<file path="src/rtl/pma_cfg_ctrl.sv">
// Indirect PMA analog register sequencer for the reconfig controller mgmt port.
// Optional PMA_CFG_AUTO_INIT_EN: one internal write of INIT_DATA after reset.
module pma_cfg_ctrl #(
    parameter int unsigned LCH         = 0,
    parameter int unsigned POLL_LIMIT  = 1023,
    parameter logic [5:0]  INIT_OFFSET = 6'h00,
    parameter logic [31:0] INIT_DATA   = 32'h0000_0020
) (
    input  logic        stable_clk_i,
    input  logic        stable_reset_i,
    input  logic        cmd_req_i,
    input  logic        cmd_wr_i,
    input  logic [5:0]  cmd_offset_i,
    input  logic [31:0] cmd_data_i,
    output logic        cmd_ack_o,
    output logic [31:0] cmd_rdata_o,
    output logic        cmd_err_o,
    output logic        idle_o,
    input  logic        reconfig_busy_i,
    output logic [6:0]  mgmt_address_o,
    output logic        mgmt_read_o,
    output logic        mgmt_write_o,
    output logic [31:0] mgmt_writedata_o,
    input  logic [31:0] mgmt_readdata_i,
    input  logic        mgmt_waitrequest_i
);

    localparam int CLOG = $clog2(POLL_LIMIT + 1);
    localparam int CW   = (CLOG > 10) ? CLOG : 10;

    localparam logic [CW-1:0] LIMIT_M1 = CW'(POLL_LIMIT - 1);
    localparam logic [CW-1:0] CNT_MAX  = {CW{1'b1}};

    localparam logic [6:0] A_LCH  = 7'h08;
    localparam logic [6:0] A_CTRL = 7'h0A;
    localparam logic [6:0] A_OFS  = 7'h0B;
    localparam logic [6:0] A_DATA = 7'h0C;

    typedef enum logic [3:0] {
        IDLE,
        WR_LCH,
        WR_OFS,
        WR_DATA,
        WR_CTRL,
        POLL,
        RD_DATA,
        DONE,
        INIT_WAIT
    } state_t;

`ifdef PMA_CFG_AUTO_INIT_EN
    localparam state_t RST_STATE = INIT_WAIT;
`else
    localparam state_t RST_STATE = IDLE;
`endif

    state_t        state;
    logic          c_wr;
    logic [5:0]    c_ofs;
    logic [31:0]   c_data;
    logic          c_init;
    logic          err_q;
    logic [31:0]   rdata_q;
    logic [CW-1:0] poll_cnt;

    assign idle_o = (state == IDLE) & ~reconfig_busy_i;

    always_ff @(posedge stable_clk_i or posedge stable_reset_i) begin
        if (stable_reset_i) begin
            state            <= RST_STATE;
            c_wr             <= 1'b0;
            c_ofs            <= '0;
            c_data           <= '0;
            c_init           <= 1'b0;
            err_q            <= 1'b0;
            rdata_q          <= '0;
            poll_cnt         <= '0;
            cmd_ack_o        <= 1'b0;
            cmd_rdata_o      <= '0;
            cmd_err_o        <= 1'b0;
            mgmt_address_o   <= '0;
            mgmt_read_o      <= 1'b0;
            mgmt_write_o     <= 1'b0;
            mgmt_writedata_o <= '0;
        end else begin
            cmd_ack_o <= 1'b0;
            unique case (state)
                IDLE: begin
                    if (cmd_req_i && !reconfig_busy_i) begin
                        c_wr     <= cmd_wr_i;
                        c_ofs    <= cmd_offset_i;
                        c_data   <= cmd_data_i;
                        c_init   <= 1'b0;
                        err_q    <= 1'b0;
                        poll_cnt <= '0;
                        state    <= WR_LCH;
                    end
                end
                INIT_WAIT: begin
                    if (!reconfig_busy_i) begin
                        c_wr     <= 1'b1;
                        c_ofs    <= INIT_OFFSET;
                        c_data   <= INIT_DATA;
                        c_init   <= 1'b1;
                        err_q    <= 1'b0;
                        poll_cnt <= '0;
                        state    <= WR_LCH;
                    end
                end
                // Each transfer: issue cycle, then hold until waitrequest drops.
                WR_LCH: begin
                    if (!mgmt_write_o) begin
                        mgmt_address_o   <= A_LCH;
                        mgmt_writedata_o <= 32'(LCH);
                        mgmt_write_o     <= 1'b1;
                    end else if (!mgmt_waitrequest_i) begin
                        mgmt_write_o <= 1'b0;
                        state        <= WR_OFS;
                    end
                end
                WR_OFS: begin
                    if (!mgmt_write_o) begin
                        mgmt_address_o   <= A_OFS;
                        mgmt_writedata_o <= {26'b0, c_ofs};
                        mgmt_write_o     <= 1'b1;
                    end else if (!mgmt_waitrequest_i) begin
                        mgmt_write_o <= 1'b0;
                        state        <= c_wr ? WR_DATA : WR_CTRL;
                    end
                end
                WR_DATA: begin
                    if (!mgmt_write_o) begin
                        mgmt_address_o   <= A_DATA;
                        mgmt_writedata_o <= c_data;
                        mgmt_write_o     <= 1'b1;
                    end else if (!mgmt_waitrequest_i) begin
                        mgmt_write_o <= 1'b0;
                        state        <= WR_CTRL;
                    end
                end
                WR_CTRL: begin
                    if (!mgmt_write_o) begin
                        mgmt_address_o   <= A_CTRL;
                        mgmt_writedata_o <= c_wr ? 32'h1 : 32'h2;
                        mgmt_write_o     <= 1'b1;
                    end else if (!mgmt_waitrequest_i) begin
                        mgmt_write_o <= 1'b0;
                        state        <= POLL;
                    end
                end
                POLL: begin
                    if (!mgmt_read_o) begin
                        mgmt_address_o <= A_CTRL;
                        mgmt_read_o    <= 1'b1;
                    end else if (!mgmt_waitrequest_i) begin
                        mgmt_read_o <= 1'b0;
                        if (mgmt_readdata_i[8]) begin
                            if (poll_cnt >= LIMIT_M1) begin
                                err_q <= 1'b1;
                                state <= DONE;
                            end else if (poll_cnt != CNT_MAX) begin
                                poll_cnt <= poll_cnt + 1'b1;
                            end
                        end else if (mgmt_readdata_i[9]) begin
                            err_q <= 1'b1;
                            state <= DONE;
                        end else begin
                            state <= c_wr ? DONE : RD_DATA;
                        end
                    end
                end
                RD_DATA: begin
                    if (!mgmt_read_o) begin
                        mgmt_address_o <= A_DATA;
                        mgmt_read_o    <= 1'b1;
                    end else if (!mgmt_waitrequest_i) begin
                        mgmt_read_o <= 1'b0;
                        rdata_q     <= mgmt_readdata_i;
                        state       <= DONE;
                    end
                end
                // Init errors stick on cmd_err_o until the first user ack.
                DONE: begin
                    state <= IDLE;
                    if (c_init) begin
                        if (err_q) cmd_err_o <= 1'b1;
                    end else begin
                        cmd_ack_o   <= 1'b1;
                        cmd_err_o   <= err_q;
                        cmd_rdata_o <= rdata_q;
                    end
                end
                default: state <= IDLE;
            endcase
        end
    end

endmodule

</file>
<file path="config.mk">
export PLATFORM = sky130hd
export DESIGN_NAME = pma_cfg_ctrl
export DESIGN_NICKNAME = d
export VERILOG_FILES = /design/src/rtl/pma_cfg_ctrl.sv
export SDC_FILE = /design/constraint.sdc
export NUM_CORES = 1
export LEC_CHECK = 0
export CAP_MARGIN = 5
export CORE_ASPECT_RATIO = 2
export CORE_MARGIN = 3
export CORE_UTILIZATION = 35
export CTS_BUF_LIST = sky130_fd_sc_hd__clkbuf_8
export CTS_CLUSTER_DIAMETER = 50
export CTS_CLUSTER_SIZE = 8
export DETAILED_ROUTE_END_ITERATION = 8
export REMOVE_ABC_BUFFERS = 1
export SLEW_MARGIN = 20
export SYNTH_ARGS = -nofsm -noshare
export SYNTH_HDL_FRONTEND = slang
export SYNTH_SLANG_ARGS = --single-unit
</file>
<file path="constraint.sdc">
create_clock -name stable_clk_i -period 9.23 [get_ports stable_clk_i]
set_input_delay 1.3845 -clock stable_clk_i [delete_from_list [all_inputs] [get_ports stable_clk_i]]
set_output_delay 1.3845 -clock stable_clk_i [all_outputs]
set_load 0.02 [all_outputs]
</file>
==> Yosys cells after proc, flatten, opt, wreduce, memory -nomap -nowiden <==
Index checks and enable logic that the tools add are counted.
{ "totals": {"in_bits": 76, "regBits": 162, "wordCells": 140} }
{ "classes": {"order_cmp": 1, "n_bitwise": 4, "n_eq_ne": 35, "mux": 66, "add_sub_neg": 1, "reduce_logical": 18} }
{ "ops": {"columns": ["cell", "count"], "rows": [
  ["two-way mux 32 bit", 6],
  ["one-hot mux 32 bit (4 select lines)", 1],
  ["two-way mux 10 bit", 7],
  ["two-way mux 4 bit", 16],
  ["one-hot mux 32 bit (2 select lines)", 1],
  ["inequality test 2 bit, second input constant", 22],
  ["two-way mux 7 bit", 6],
  ["one-hot mux 7 bit (6 select lines)", 1],
  ["one-hot mux 4 bit (8 select lines)", 1],
  ["one-hot mux 10 bit (3 select lines)", 1],
  ["two-way mux 1 bit", 18],
  ["== test 4 x 3 -> 1 bit, second input constant", 4],
  ["AND reduction 15 bit", 1],
  ["AND reduction 7 bit", 2],
  ["two-way mux 6 bit", 2],
  ["one-hot mux 6 bit (2 select lines)", 1],
  ["adder 10 x 1 -> 10 bit, second input constant", 1],
  [">= comparator 10 bit, second input constant", 1],
  ["inequality test 10 bit, second input constant", 1],
  ["== test 4 x 2 -> 1 bit, second input constant", 2],
  ["AND reduction 8 bit", 1],
  ["inequality test 3 bit, second input constant", 2],
  ["AND reduction 3 bit", 2],
  ["nonzero test 6 bit", 1],
  ["other kinds (19)", 24]
]} }

==> Longest topological paths before layout <==
Gate-level depths: netlist of run 1.
{ "logic_depth": {"depth_word": 7, "ltp_mapped": 7, "depth_no_buf": 6} }

==> Worst setup path before layout of run 1 <==
OpenSTA, ideal clock, no wires.
{ "synth_timing": {"path_kind": "input port to output port", "startpoint": "input port reconfig_busy_i", "endpoint": "output port idle_o", "path_slack_ns": 6.099, "n_path_buf": 0, "stages": 1, "arrival_ns": 1.747, "required_ns": 7.846, "path_cell_list": "nor4_4"} }
{ "synth_between": {"elab_chain_cells": 2} }
{ "synth_rtl": {"columns": ["item", "line_no", "text"], "rows": [
  ["start: declaration", "19", "input logic reconfig_busy_i,"],
  ["NOT 1 bit", "66", "assign idle_o = (state == IDLE) & ~reconfig_busy_i;"],
  ["AND 1 bit", "66", null],
  ["end: declaration", "18", "output logic idle_o,"]
]} }
No other way between the ends.

==> Final worst setup path of run 1 <==
Ends and elaborated chain as after synthesis.

==> results by group, run 1 <==
Power
  • Internal Pwr Total: ~1700 uW
  • Worst VDD drop: between 100 and 150 uV
  • Proportion of total power due to net switching: between 30% and 40%
  • Switching power of the nets: around 960 uW
  • Portion of total power attributed to sequential cells: a little over two fifths
  • Static Leakage: 0.00396 uW
  • Combinational fraction of design power: between 30% and 40%
  • Clk pwr share: roughly 19%
  • Pwr Density: 302 nW/um^2

Clock network
  • Clock network latency to the later pin of the worst-skew pair: around 0.43 ns
  • Total setup buffers inserted after CTS: 0
  • Number of CTS-inserted buffers: 17
  • Number of gates resized after CTS: 0
  • Number of buffers on the longest clock path: 2
  • Number of H-tree branching levels: 4
  • Clock transition time at the flip-flop clock pins of the worst setup and hold paths: approximately 0.070 ns
  • Number of clock sinks seen by CTS: around 160
  • Root Buffer Master: clkbuf_8
  • CTS tree: yes
  • Hold buffer count at cts: 0

Final layout
  • Layout cell share with drive strength beyond 1: approximately 15%
  • Total area of multi-input combinational cells: ~2500 sq um
  • Total inserted antenna cells: 0
  • Non-filler instance count after layout: roughly 1.0k
  • Layout Nets: ~820
  • Cell area after layout: ~8700 sq um
  • FF/Latch Area: about 3900 sq um
  • Number of filler instances in the final layout: between 1.5k and 2k
  • Relative area change from synthesis to final layout: 31.2%
  • Final core utilization: 47.0%

Timing
  • Upper clock frequency limit: roughly 240 MHz
  • Final Cycle Share: between 40% and 50%
  • Unrepaired setup endpoints after global routing: no
  • Clock skew after layout: 0.0120 ns
  • Final setup violating endpoints: 0
  • Worst-case headroom to the max-slew limit: a little over a third
  • Fin. Hold Viols: 0
  • TNS Setup: 0 ns
  • Worst slew pin tran: between 0.9 and 1 ns
  • Fin. max-slew vios: 0
  • Post-layout min period: about 4.2 ns

Detailed routing
  • Vias after detailed routing: slightly below 5k
  • Drc violations: 0
  • Number of vias per cell after detailed routing: between 4 and 5
  • Total wire length after detailed routing: about 16000 um
  • Router iterations before antenna repair: 4
  • Routed length per instance: 15.8 um
  • Initial DRC count: around 120
  • Post-route antenna net violation count: 0

Critical path
  • Largest fanout on the critical path: 5
  • Slowest cell on the critical path: clkdlybuf4s50_1
  • Register-to-register setup slack: ~6.7 ns
  • Type of destination of the critical path: primary output
  • Worst Path Buf+Inv: 2
  • Slowest Stage Delay on Critical Path: 0.69 ns
  • Worst path top cell family by delay: buffers and inverters
  • Most common cell type on the critical path: clkdlybuf4s50_1
  • Arrival time of data at the critical path endpoint: 2.83 ns
  • Worst R2R End: state[1]
  • Class of the most critical setup path: input port to primary output
  • Path depth of the worst reg2reg path: 4
  • Critical Path Start Type: input port
  • CP Cell Sequence: clkdlybuf4s50_1 -> nor4_4 -> clkdlybuf4s50_1
  • Data required, critical path: 7.85 ns
  • Startpoint of the most critical register-to-register path: state[1]

Die
  • Area of the die: 20700 sq um
  • Floorplan row count: 70
  • Initial core utilization: 35.8%
  • Width of the die: around 100 um
  • Total core area: between 15000 and 20000 sq um
  • Number of placed I/O pins: ~150
  • Chip Height: about 200 um

Synthesis
  • Distinct cell type count of the synthesized netlist: 57
  • Cell count after synthesis: just over 600
  • Cell types occupying the most area after synthesis: dfrtp_1 (59%), mux2_2 (11%), nand2_1 (10%)
  • Ys flop type: dfrtp_1
  • Area of the mapped netlist: roughly 6600 sq um
  • Register area share after synthesis: ~59%
  • Biggest area consumer among synthesized cells: dfrtp_1
  • Number of flops mapped to enable cells by yosys: 0
  • Yosys warnings: 0
  • Post-synth ARST share: 100%
  • Syn Area/Cell: between 10 and 15 sq um
  • Flip-flop and latch count after synthesis: around 160
  • Top cell type's share of synthesized area: roughly 59%

Global route
  • Global-route wire length before repair: between 20000 and 30000 um
  • GRT Overall Usage: 15.8%
  • Vias in the first global route: between 5k and 6k
  • Grt ovf: 0
  • Pin count of the biggest net entering global routing: 97
  • Initial antenna violation count: 0

Placed design
  • Post-detailed-placement cell area: about 8300 sq um
  • Placed wire-length estimate: 11000 um
  • Post-placement cell count: slightly below 1k
  • Gp weighted congestion: a little over 0.8
  • Port Buf Inserts: 148

Worst hold path
  • Worst min-delay path category: flip-flop to flip-flop
  • Worst Hold Endpoint: mgmt_writedata_o[19]
  • Hold Path Depth: 2
  • Startpoint of the tightest hold check path: mgmt_writedata_o[19]

Flow run
  • Max-cap violations: 0

Status
  • Result of the run: complete, no violations
cells in the mapped netlist, types with 6 or more instances:
| cell type | number |
|---|---|
| inv_1 | 8 |
| a21oi_1 | 11 |
| o21ai_0 | 10 |
| mux2_2 | 67 |
| mux2i_1 | 6 |
| nand3_1 | 30 |
| nor2_1 | 18 |
| nand2_1 | 182 |
| clkbuf_1 | 14 |
| dfrtp_1 | 157 |
| buf_2 | 13 |
| o31ai_1 | 7 |
how the worst max path moves through the flow:
| stage | from | to | cells after the start |
|---|---|---|---|
| after floorplan | stable_reset_i | c_data[0] | 1 |
| after CTS | reconfig_busy_i | idle_o | 3 |
| final | reconfig_busy_i | idle_o | 3 |
| after detailed placement | reconfig_busy_i | idle_o | 3 |
| after global routing | reconfig_busy_i | idle_o | 3 |
| after global placement | reconfig_busy_i | idle_o | 3 |
placed cells by master, fill, tap and decap left out, drive strengths merged, types with 7 or more instances in the layout:
cell type / netlist / layout
nand3: 30 / 30
clkbuf: 14 / 17
clkdlybuf4s50: 0 / 148
clkinv: 1 / 8
mux2: 67 / 67
o21ai: 10 / 10
dfrtp: 157 / 157
o31ai: 7 / 7
inv: 8 / 11
a21oi: 11 / 11
nand2: 182 / 182
nor2: 18 / 18
cell families after synthesis:
group / count (synthesis) / synth area share, %
fa+ha+maj: 2 / 0.378
buf+inv: 46 / 3.25
compound gates: 63 / 6.74
mux: 73 / 12.3
xor+xnor: 2 / 0.264
simple gates: 264 / 17.7
other cells: 1 / 0.0566
flops: 157 / 59.3
sequential cells by signal (all words and copies together) (netlist names):
register          flops
mgmt_write_o          1
cmd_err_o             1
mgmt_writedata_o     32
c_data               32
mgmt_read_o           1
cmd_rdata_o          32
state                 3
err_q                 1
mgmt_address_o        4
cmd_ack_o             1
poll_cnt             10
c_ofs                 6
rdata_q              32
c_wr                  1
worst min-delay path, cell delays in order, from the launching register on:
cell     delay, ns
dfrtp_1       0.34
nand2_1       0.05
nand2_1       0.05
layer usage:
| layer | up-vias | track usage [%] | wire length [um] |
|---|---|---|---|
| met2 | 144 | 28.4 | 8490 |
| met5 | - | 0 | 0 |
| met1 | 2437 | 18.1 | 6460 |
| li1 | 2335 | - | - |
| met3 | 15 | 3.55 | 821 |
| met4 | 0 | 5.28 | 214 |
layout make-up:
class,count,share of cell area [%]
clock buffers,17,2.69
clock inverters,14,1.53
inverters,9,0.446
multi-input cells,407,28.9
flip-flops and latches,157,45.2
well taps,252,3.63
repair buffers,154,17.6
through the flow:
step	power [uW]	hold WS, ns	setup WS, ns
6_report	2620	0.470	5.02
5_1_grt	2820	0.500	4.96
4_1_cts	2670	0.478	5.01
3_5_place_dp	2170	0.459	5.02
3_3_place_gp	2130	0.453	5.04
2_1_floorplan	1720	0.437	3.61
power by group through the flow:
stage	registers [uW]	clock network, uW	logic, uW
global placement	1130	0	999
floorplan	1240	0	487
detailed placement	1150	0	1020
global route	1180	536	1110
finish	1130	486	1000
CTS	1140	509	1020
(Power assumes the default switching activity.)
==> inputs of run 2 (changes only) <==
==> constraint.sdc (replaced) <==
create_clock -name stable_clk_i -period 4.3 [get_ports stable_clk_i]
set_input_delay 0.645 -clock stable_clk_i [delete_from_list [all_inputs] [get_ports stable_clk_i]]
set_output_delay 0.645 -clock stable_clk_i [all_outputs]
set_load 0.02 [all_outputs]
==> run 2 against run 1 <==
  * Count of clock-buffer cells in the layout grew 2
  * Critical endpoint unchanged
  * Via count grew 0.57%
  * Worst hold slack gained 0.0026 ns
==> results by group, run 2 (same netlist as run 1, synthesis figures left out) <==
Status
  • Result of the run: complete, no violations

Final layout
  • Cell area after layout: roughly 8800 sq um
  • Most frequent cells in the layout: nand2_1 (182), dfrtp_1 (157), clkdlybuf4s50_1 (148)
  • Most common library cell in the layout ignoring fill and taps: nand2_1
  • Relative area change from synthesis to final layout: 32.5%
  • Total inserted antenna cells: 0
  • Layout cell share with drive strength beyond 1: around 15%
  • Non-filler instance count after layout: 1011
  • Layout Nets: just over 800

Die
  • Floorplan row count: 70
  • Width of the die: a little over 100 um
  • Initial core utilization: 35.8%
  • Number of placed I/O pins: roughly 150
  • Total core area: roughly 18000 sq um
  • Area of the die: 20700 sq um
  • Chip Height: around 200 um

Critical path
  • Type of destination of the critical path: primary output
  • Data required, critical path: around 3.7 ns
  • Largest fanout on the critical path: 20
  • Worst path top cell family by delay: buffers and inverters
  • Arrival time of data at the critical path endpoint: around 2.5 ns
  • Critical Path Start Type: flip-flop
  • Slowest Stage Delay on Critical Path: about 0.7 ns
  • Slowest cell on the critical path: clkdlybuf4s50_1
  • Worst Path Buf+Inv: 2
  • CP Cell Sequence: buf_4 -> nor4_4 -> clkdlybuf4s50_1
  • Class of the most critical setup path: flip-flop to primary output

Timing
  • Min setup slack post-route: 1.16 ns
  • Clock skew after layout: 0.0112 ns
  • TNS Setup: 0 ns
  • Worst-case headroom to the max-slew limit: between 30% and 40%
  • Worst slew pin tran: about 0.91 ns
  • Upper clock frequency limit: 318 MHz
  • Post-layout min period: 3.14 ns
  • Fin. Hold Viols: 0
  • Fin. max-slew vios: 0
  • Final worst hold slack: 0.473 ns
  • Final Cycle Share: around 73%
  • Final setup violating endpoints: 0
  • Unrepaired setup endpoints after global routing: no

Power
  • Pwr Density: ~660 nW/um^2
  • Worst VDD drop: between 200 and 250 uV
  • Static Leakage: around 0.004 uW

Clock network
  • Number of buffers on the longest clock path: 2
  • CTS tree: yes
  • Number of H-tree branching levels: 4
  • Clock transition time at the flip-flop clock pins of the worst setup and hold paths: 0.08 ns
  • Root Buffer Master: clkbuf_8
  • Number of clock sinks seen by CTS: between 150 and 200
  • Hold buffer count at cts: 0
  • Number of CTS-inserted buffers: 17
  • Clock network latency to the later pin of the worst-skew pair: ~0.44 ns
  • Total setup buffers inserted after CTS: 0
  • Number of gates resized after CTS: 0

Global route
  • Initial antenna violation count: 0
  • Met3 usage: 3.72%
  • Global routing met1 resource utilization: 19.0%
  • Global-route wire length before repair: roughly 26000 um
  • Grt ovf: 0
  • GRT Overall Usage: about 16%
  • Grt met2 use: 27.6%
  • Pin count of the biggest net entering global routing: between 80 and 90
  • Busiest metal layer after global routing: met2
  • Vias in the first global route: about 5k

Detailed routing
  • Vias after detailed routing: ~5.0k
  • Post-route antenna net violation count: 0
  • Total wire length after detailed routing: between 15000 and 20000 um
  • Drc violations: 0
  • Initial DRC count: 126
  • Router iterations before antenna repair: 4
  • Number of vias per cell after detailed routing: 4.91
  • Routed length per instance: between 15 and 20 um

Placed design
  • Gp weighted congestion: a little over 0.8
  • Placed wire-length estimate: around 11000 um
  • Worst-case setup slack after placement: roughly 1.6 ns
  • Post-placement cell count: 980
  • Post-detailed-placement cell area: ~8300 sq um
  • Port Buf Inserts: roughly 150

Worst hold path
  • Worst min-delay path category: flip-flop to flip-flop

Flow run
  • Max-cap violations: 0
-- run 2: tightest hold or removal path, delay by kind of cell, from the launching register on --
family           cells  cell delay (ns)
AND/OR/NAND/NOR      2             0.10
flip-flops           1             0.34
-- run 2: where the power goes --
part           internal (uW)  switching (uW)
logic                   1020            1110
clock network            658             539
registers               2050             399
total                   3730            2050
-- run 2: metal layers --
metal / wire length (um) / part of all wire [%]
met5: 0 / 0
met3: 876 / 5.5
met2: 8480 / 53
met1: 6340 / 40
met4: 157 / 0.99
-- run 2: path summary, 6_finish.rpt --
check	startpoint	end	slack, ns	cells after the start
setup / recovery	state[0]	idle_o	1.16	3
hold / removal	mgmt_writedata_o[6]	mgmt_writedata_o[6]	0.47	2
setup reg to reg	state[0]	poll_cnt[1]	1.70	5
hold reg to reg	mgmt_writedata_o[6]	mgmt_writedata_o[6]	0.47	2
max in group asynchronous	stable_reset_i	mgmt_writedata_o[2]	2.72	3
min in group asynchronous	stable_reset_i	c_wr	0.68	2
-- run 2: final cells by class --
class	count	area [sq um]
clock buffer	19	262
clock inverter	12	170
fill	1768	9700
inverter	9	38.8
multi-input combinational	407	2520
sequential	157	3930
tap	252	315
timing repair buffer	155	1550
-- run 2: per-stage QoR --
step	total power, uW	util (%)
2_1_floorplan	3700	-
6_report	5780	47.5
5_1_grt	6220	47.5
3_5_place_dp	4660	45.2
4_1_cts	5890	47.5
3_3_place_gp	4560	45.2
